===== src/rtl/lab5_fetch_pkg.sv =====
// Shared widths, PC step and queue entry type for the lab5 instruction fetch front end.
package lab5_fetch_pkg;

  localparam int ADDR_W  = 8;
  localparam int DATA_W  = 16;
  localparam int PC_STEP = 2;

  typedef struct packed {
    logic [ADDR_W-1:0] pc;
    logic [DATA_W-1:0] instr;
  } fetch_entry_t;

  // Instructions are halfword aligned, so the PC never carries bit 0.
  function automatic logic [ADDR_W-1:0] align_pc(input logic [ADDR_W-1:0] pc);
    return pc & ~ADDR_W'(1);
  endfunction

endpackage


===== src/rtl/lab5_fetch_queue.sv =====
// Small synchronous FIFO of {pc, instr} entries with flush; async active-low reset.
module lab5_fetch_queue
  import lab5_fetch_pkg::*;
#(
  parameter  int DEPTH = 4,
  localparam int PTR_W = $clog2(DEPTH),
  localparam int CNT_W = $clog2(DEPTH + 1)
) (
  input  logic               CLK,
  input  logic               RESET,
  input  logic               flush,
  input  logic               push,
  input  logic               pop,
  input  fetch_entry_t       wr_entry,
  output fetch_entry_t       rd_entry,
  output logic [CNT_W-1:0]   count,
  output logic               full,
  output logic               empty
);

  logic [PTR_W-1:0] wr_ptr_reg, wr_ptr_next;
  logic [PTR_W-1:0] rd_ptr_reg, rd_ptr_next;
  logic [CNT_W-1:0] count_reg, count_next;
  logic             do_push, do_pop;

  fetch_entry_t mem [DEPTH];

  assign empty = (count_reg == '0);
  assign full  = (count_reg == CNT_W'(DEPTH));
  assign count = count_reg;

  // A full queue still takes a write when the head leaves in the same edge.
  assign do_pop  = pop && !empty;
  assign do_push = push && (!full || do_pop);

  always_comb begin
    wr_ptr_next = wr_ptr_reg;
    rd_ptr_next = rd_ptr_reg;
    count_next  = count_reg;
    if (flush) begin
      wr_ptr_next = '0;
      rd_ptr_next = '0;
      count_next  = '0;
    end else begin
      if (do_push) wr_ptr_next = wr_ptr_reg + PTR_W'(1);
      if (do_pop)  rd_ptr_next = rd_ptr_reg + PTR_W'(1);
      if (do_push && !do_pop)
        count_next = count_reg + CNT_W'(1);
      else if (!do_push && do_pop)
        count_next = count_reg - CNT_W'(1);
    end
  end

  always_ff @(posedge CLK or negedge RESET) begin
    if (!RESET) begin
      wr_ptr_reg <= '0;
      rd_ptr_reg <= '0;
      count_reg  <= '0;
    end else begin
      wr_ptr_reg <= wr_ptr_next;
      rd_ptr_reg <= rd_ptr_next;
      count_reg  <= count_next;
    end
  end

  always_ff @(posedge CLK) begin
    if (do_push && !flush)
      mem[wr_ptr_reg] <= wr_entry;
  end

  // Empty head reads as zero so stale storage never shows on the outputs.
  assign rd_entry = empty ? '0 : mem[rd_ptr_reg];

endmodule


===== src/rtl/lab5_ifetch.sv =====
// Instruction fetch front end: PC sequencing, redirect flush and decode handshake.
// Optional zero-word halt detection is enabled by defining IFETCH_HALT_DETECT_EN.
module lab5_ifetch
  import lab5_fetch_pkg::*;
#(
  parameter  int                        DEPTH    = 4,
  parameter  int                        ADDR_W   = lab5_fetch_pkg::ADDR_W,
  parameter  int                        DATA_W   = lab5_fetch_pkg::DATA_W,
  parameter  logic [ADDR_W-1:0]         RESET_PC = '0,
  localparam int                        CNT_W    = $clog2(DEPTH + 1)
) (
  input  logic              CLK,
  input  logic              RESET,
  output logic [ADDR_W-1:0] ADDR,
  input  logic [DATA_W-1:0] Q,
  output logic [DATA_W-1:0] INSTR,
  output logic [ADDR_W-1:0] INSTR_PC,
  output logic              INSTR_VALID,
  input  logic              INSTR_READY,
  input  logic              REDIRECT,
  input  logic [ADDR_W-1:0] REDIRECT_PC,
  output logic [CNT_W-1:0]  OCCUPANCY,
  output logic              HALTED
);

  logic [ADDR_W-1:0] fpc_reg, fpc_next;
  logic              halted_reg;
  logic              pop, push_cand, push, halt_hit;
  logic              q_full, q_empty;
  fetch_entry_t      head_entry, tail_entry;

  assign pop = INSTR_VALID && INSTR_READY;

  // Redirect wins: no push that edge, and a halted fetcher stays parked.
  assign push_cand = !REDIRECT && !halted_reg && (!q_full || pop);

`ifdef IFETCH_HALT_DETECT_EN
  logic halted_next;

  assign halt_hit = push_cand && (Q == '0);

  always_comb begin
    halted_next = halted_reg;
    if (REDIRECT)
      halted_next = 1'b0;
    else if (halt_hit)
      halted_next = 1'b1;
  end

  always_ff @(posedge CLK or negedge RESET) begin
    if (!RESET)
      halted_reg <= 1'b0;
    else
      halted_reg <= halted_next;
  end
`else
  assign halt_hit   = 1'b0;
  assign halted_reg = 1'b0;
`endif

  assign push = push_cand && !halt_hit;

  always_comb begin
    fpc_next = fpc_reg;
    if (REDIRECT)
      fpc_next = align_pc(REDIRECT_PC);
    else if (push)
      fpc_next = fpc_reg + ADDR_W'(PC_STEP);
  end

  always_ff @(posedge CLK or negedge RESET) begin
    if (!RESET)
      fpc_reg <= align_pc(RESET_PC);
    else
      fpc_reg <= fpc_next;
  end

  assign tail_entry.pc    = fpc_reg;
  assign tail_entry.instr = Q;

  lab5_fetch_queue #(
    .DEPTH (DEPTH)
  ) u_queue (
    .CLK      (CLK),
    .RESET    (RESET),
    .flush    (REDIRECT),
    .push     (push),
    .pop      (pop),
    .wr_entry (tail_entry),
    .rd_entry (head_entry),
    .count    (OCCUPANCY),
    .full     (q_full),
    .empty    (q_empty)
  );

  assign ADDR        = fpc_reg;
  assign INSTR       = head_entry.instr;
  assign INSTR_PC    = head_entry.pc;
  assign INSTR_VALID = !q_empty;
  assign HALTED      = halted_reg;

endmodule


===== config.mk =====
export PLATFORM = sky130hd
export DESIGN_NAME = lab5_ifetch
export DESIGN_NICKNAME = d
export VERILOG_FILES = /design/src/rtl/lab5_fetch_pkg.sv /design/src/rtl/lab5_fetch_queue.sv /design/src/rtl/lab5_ifetch.sv
export SDC_FILE = /design/constraint.sdc
export NUM_CORES = 1
export LEC_CHECK = 0
export ABC_AREA = 1
export CELL_PAD_IN_SITES_DETAIL_PLACEMENT = 0
export CELL_PAD_IN_SITES_GLOBAL_PLACEMENT = 1
export CORE_UTILIZATION = 25
export CTS_BUF_LIST = sky130_fd_sc_hd__clkbuf_16
export DETAILED_ROUTE_END_ITERATION = 10
export PLACE_DENSITY_LB_ADDON = 0.1
export REMOVE_ABC_BUFFERS = 1
export SYNTH_ARGS = -nofsm -noshare
export SYNTH_HDL_FRONTEND = slang
export SYNTH_SLANG_ARGS = --single-unit

===== constraint.sdc =====
create_clock -name CLK -period 2.2 [get_ports CLK]
set_input_delay 0.55 -clock CLK [delete_from_list [all_inputs] [get_ports CLK]]
set_output_delay 0.55 -clock CLK [all_outputs]
set_load 0.1 [all_outputs]

==> impl_metrics.toml <==
[status]
outcome = "finished with violations"
violations = "setup timing"

[cells_and_area]
final_nets = 520
antenna_cells = 0
multiInputGateArea_sq_um = 1320
drive_above_1_share_pct = 29.5
seq_area_sq_um = 3110
nFillCells = 1730
area_delta_synth_final_pct = 45.3
fin_cells = 716
largest_reg_flops = 92

[logic_synthesis]
synthesis.area_sq_um = 4500
yosys.area_share.simple_pct = 13.7
synth_fa_ha_area_share_pct = 1.84
synth_compound_area_share_pct = 9.46
synth-xor-area-share_pct = 0.584
ys_warn_count = 0
netlist_instances = 393
synth_top_family_by_area = "simple AND/OR/NAND/NOR gates"
ys_ff_latch = 106
synthArstFlopShare_pct = 13.2
synthFlopType = "edfxtp_1"
synth_edf_count = 92
synthMuxAreaShare_pct = 0
seq_area_frac_synth_pct = 69.2
synth_area_per_cell_sq_um = 11.4
synth.distinct_cells = 30

[power]
p_switching_mw = 3.91
seqPwrFrac_pct = 28.5
p_leak_nw = 2.42
pwr-share-clk_pct = 18.7
p_comb_share_pct = 52.8
switching_share_pct = 43.6
ir_drop_uv = 626
intPower_mw = 5.06
p_total_mw = 8.97
power_density_nw_per_um2 = 1370

[placement]
portBuffers = 60
hpwlAfterDp_microns = 6870
gp_congestion = 0.763
place_ws_ps = -56.5
placed_cells = 689

[critical_path]
path_cells = "buf_6 > buf_16 > nor2_2 > nor2_1 > o21ai_1 > a21oi_2 > buf_12"
path_buf_inv = 3
cp-end-kind = "output port"
cp_slowest_cell = "dfrtp_2"
startpoint_type = "flop"
max_stage_delay_ps = 450
worstPathArrival_ps = 1760
crit_required_ps = 1650
worst-setup-path-type = "reg -> out"
cp_top_family = "buffers and inverters"
cp_max_fo = 8

[sta]
setup_ws_ps = -113
rsz0062_at_grt = "true"
hold_viol_final = 0
final-setup-viol-count = 19
clock_skew_ps = 7.16
fin_crit_sh_pct = 105
finalWorstPathRequiredPeriod_ps = 2310
drv_slew = 0
max_freq_mhz = 432

[grt]
grt_max_degree = 18
grt_pass1_wl_microns = 17500
grt_pass1_vias = 2944
gr-total-overflow = 0
antenna_found_initial = 0
grt_usage_pct = 13.3

[clocking]
cts-root-buf = "clkbuf_16"
h-tree-depth = 3
numCtsBuffers = 9
clk_pin_slew_ps = 70
clk_latency_ps = 340
clock_path_buffers = 2
cts_tree = "done"
holdBufCountCts = 0
cts.sinks = 106

[floorplanning]
io_pins = 65
fp.dieW_microns = 136
die_y_microns = 136
core_sq_um = 17400
rows = 48
die_area_sq_um = 18500
start_util_pct = 25.8

[route]
via_count = 3088
drc_errors = 0
vias_per_cell = 4.31
wl_microns = 11500
drt_pass1_iterations = 4
first_iter_violations = 165
routedWlPerCell_microns = 16.1
ant_nets = 0

[run]
max_cap_violations = 0

[min_path]
holdCritPathClass = "in -> async"
==> area by class of cell <==
class / count / area share (%)
multi-input combinational: 244 / 20.1
tap: 225 / 4.31
clock inverter: 7 / 1.30
sequential: 106 / 47.7
clock buffer: 9 / 3.45
timing repair buffer: 101 / 21.6
inverter: 24 / 1.53
==> power groups by stage <==
stage,sequential (mW),clock [mW],combinational [mW]
2_1_floorplan,2.89,0,2.24
3_3_place_gp,2.59,0,4.33
3_5_place_dp,2.59,0,4.33
4_1_cts,2.55,1.72,4.72
5_1_grt,2.58,1.80,4.94
6_report,2.56,1.68,4.73
==> placed cells by master (no fill, tap or decap), types with 9 or more instances in the layout <==
cell type,count
buf_4,29
a21oi_2,23
buf_12,40
dfrtp_1,13
nor2_1,83
nand2_1,31
clkbuf_16,9
o21ai_1,33
inv_1,19
clkdlybuf4s50_1,26
o21ai_0,21
edfxtp_1,92
nor2_2,14
==> path summary, 6_finish.rpt <==
path                                                   start                           endpoint  slack [ps]  cells past startpoint
max                        u_queue.rd_ptr_reg[0]$_DFFE_PN0P_                           INSTR[1]        -110                      7
min                                                    RESET                ADDR[2]$_DFFE_PN0N_         530                      1
min reg2reg                u_queue.wr_ptr_reg[0]$_DFFE_PN0P_  u_queue.wr_ptr_reg[0]$_DFFE_PN0P_         560                      1
min in group CLK           u_queue.wr_ptr_reg[0]$_DFFE_PN0P_  u_queue.wr_ptr_reg[0]$_DFFE_PN0P_         560                      1
max reg2reg                     u_queue.count[1]$_DFFE_PN0P_       u_queue.count[2]$_DFFE_PN0P_         440                     12
max in group asynchronous                              RESET  u_queue.rd_ptr_reg[1]$_DFFE_PN0P_        1190                      2
==> cells in the mapped netlist, types with 2 or more instances <==
library cell	n	area share (%)
dfrtp_1	14	7.8
nand3_1	7	0.78
clkbuf_1	2	0.17
xnor2_1	3	0.58
o21ai_0	30	3.3
inv_2	3	0.25
edfxtp_1	92	61
o21ai_1	25	2.8
nand2_2	4	0.56
clkbuf_2	2	0.22
a21oi_1	24	2.7
buf_4	4	0.67
nand2_1	31	2.6
ha_1	5	1.4
buf_2	9	1.0
o211ai_1	2	0.33
nor2_1	97	8.1
inv_1	20	1.7
buf_6	4	1.0
nor2_2	5	0.70
==> worst register-to-register path, stage by stage, from the launching register on <==
cell and delay [ps]:
dfrtp_1 410, nor2_4 160, buf_4 140, nand2_2 70, nand2_4 70, inv_2 40, nand2_2 70, inv_2 50
fa_1 350, inv_1 80, a41oi_1 110, nand2_1 80, inv_1 40
==> stage by stage <==
step                      TNS (ps)  utilization, %  area, sq um  hold slack, ps
after detailed placement     -68.7            33.8         5890             552
final                         -707            37.5         6530             527
after global routing         -2900            37.5         6530             533
after floorplan             -88540               -         4370             254
after CTS                    -1180            37.0         6440             526
after global placement       -35.0            33.8         5890             546
==> timing repair <==
action	CTS	global route
pin swaps	10	19
hold endpoints to repair	0	0
cloned	4	0
endpoints found under the setup margin	23	23
resized for setup	34	29
setup buffers	5	2
==> kinds of logic after synthesis <==
group,Yosys count
xor+xnor,3
fa+ha+maj,6
flops,106
buf+inv,45
simple gates,149
compound gates,83
other cells,1
==> per-layer routing <==
metal / global-route usage [%] / vias to the layer above / routed length (microns)
met5: 0 / - / 0
met4: 4.07 / 0 / 127
met3: 3.43 / 10 / 461
met2: 21.0 / 51 / 5450
met1: 17.7 / 1496 / 5500
li1: - / 1531 / -
No activity file was read; power rests on OpenSTA's default activity.
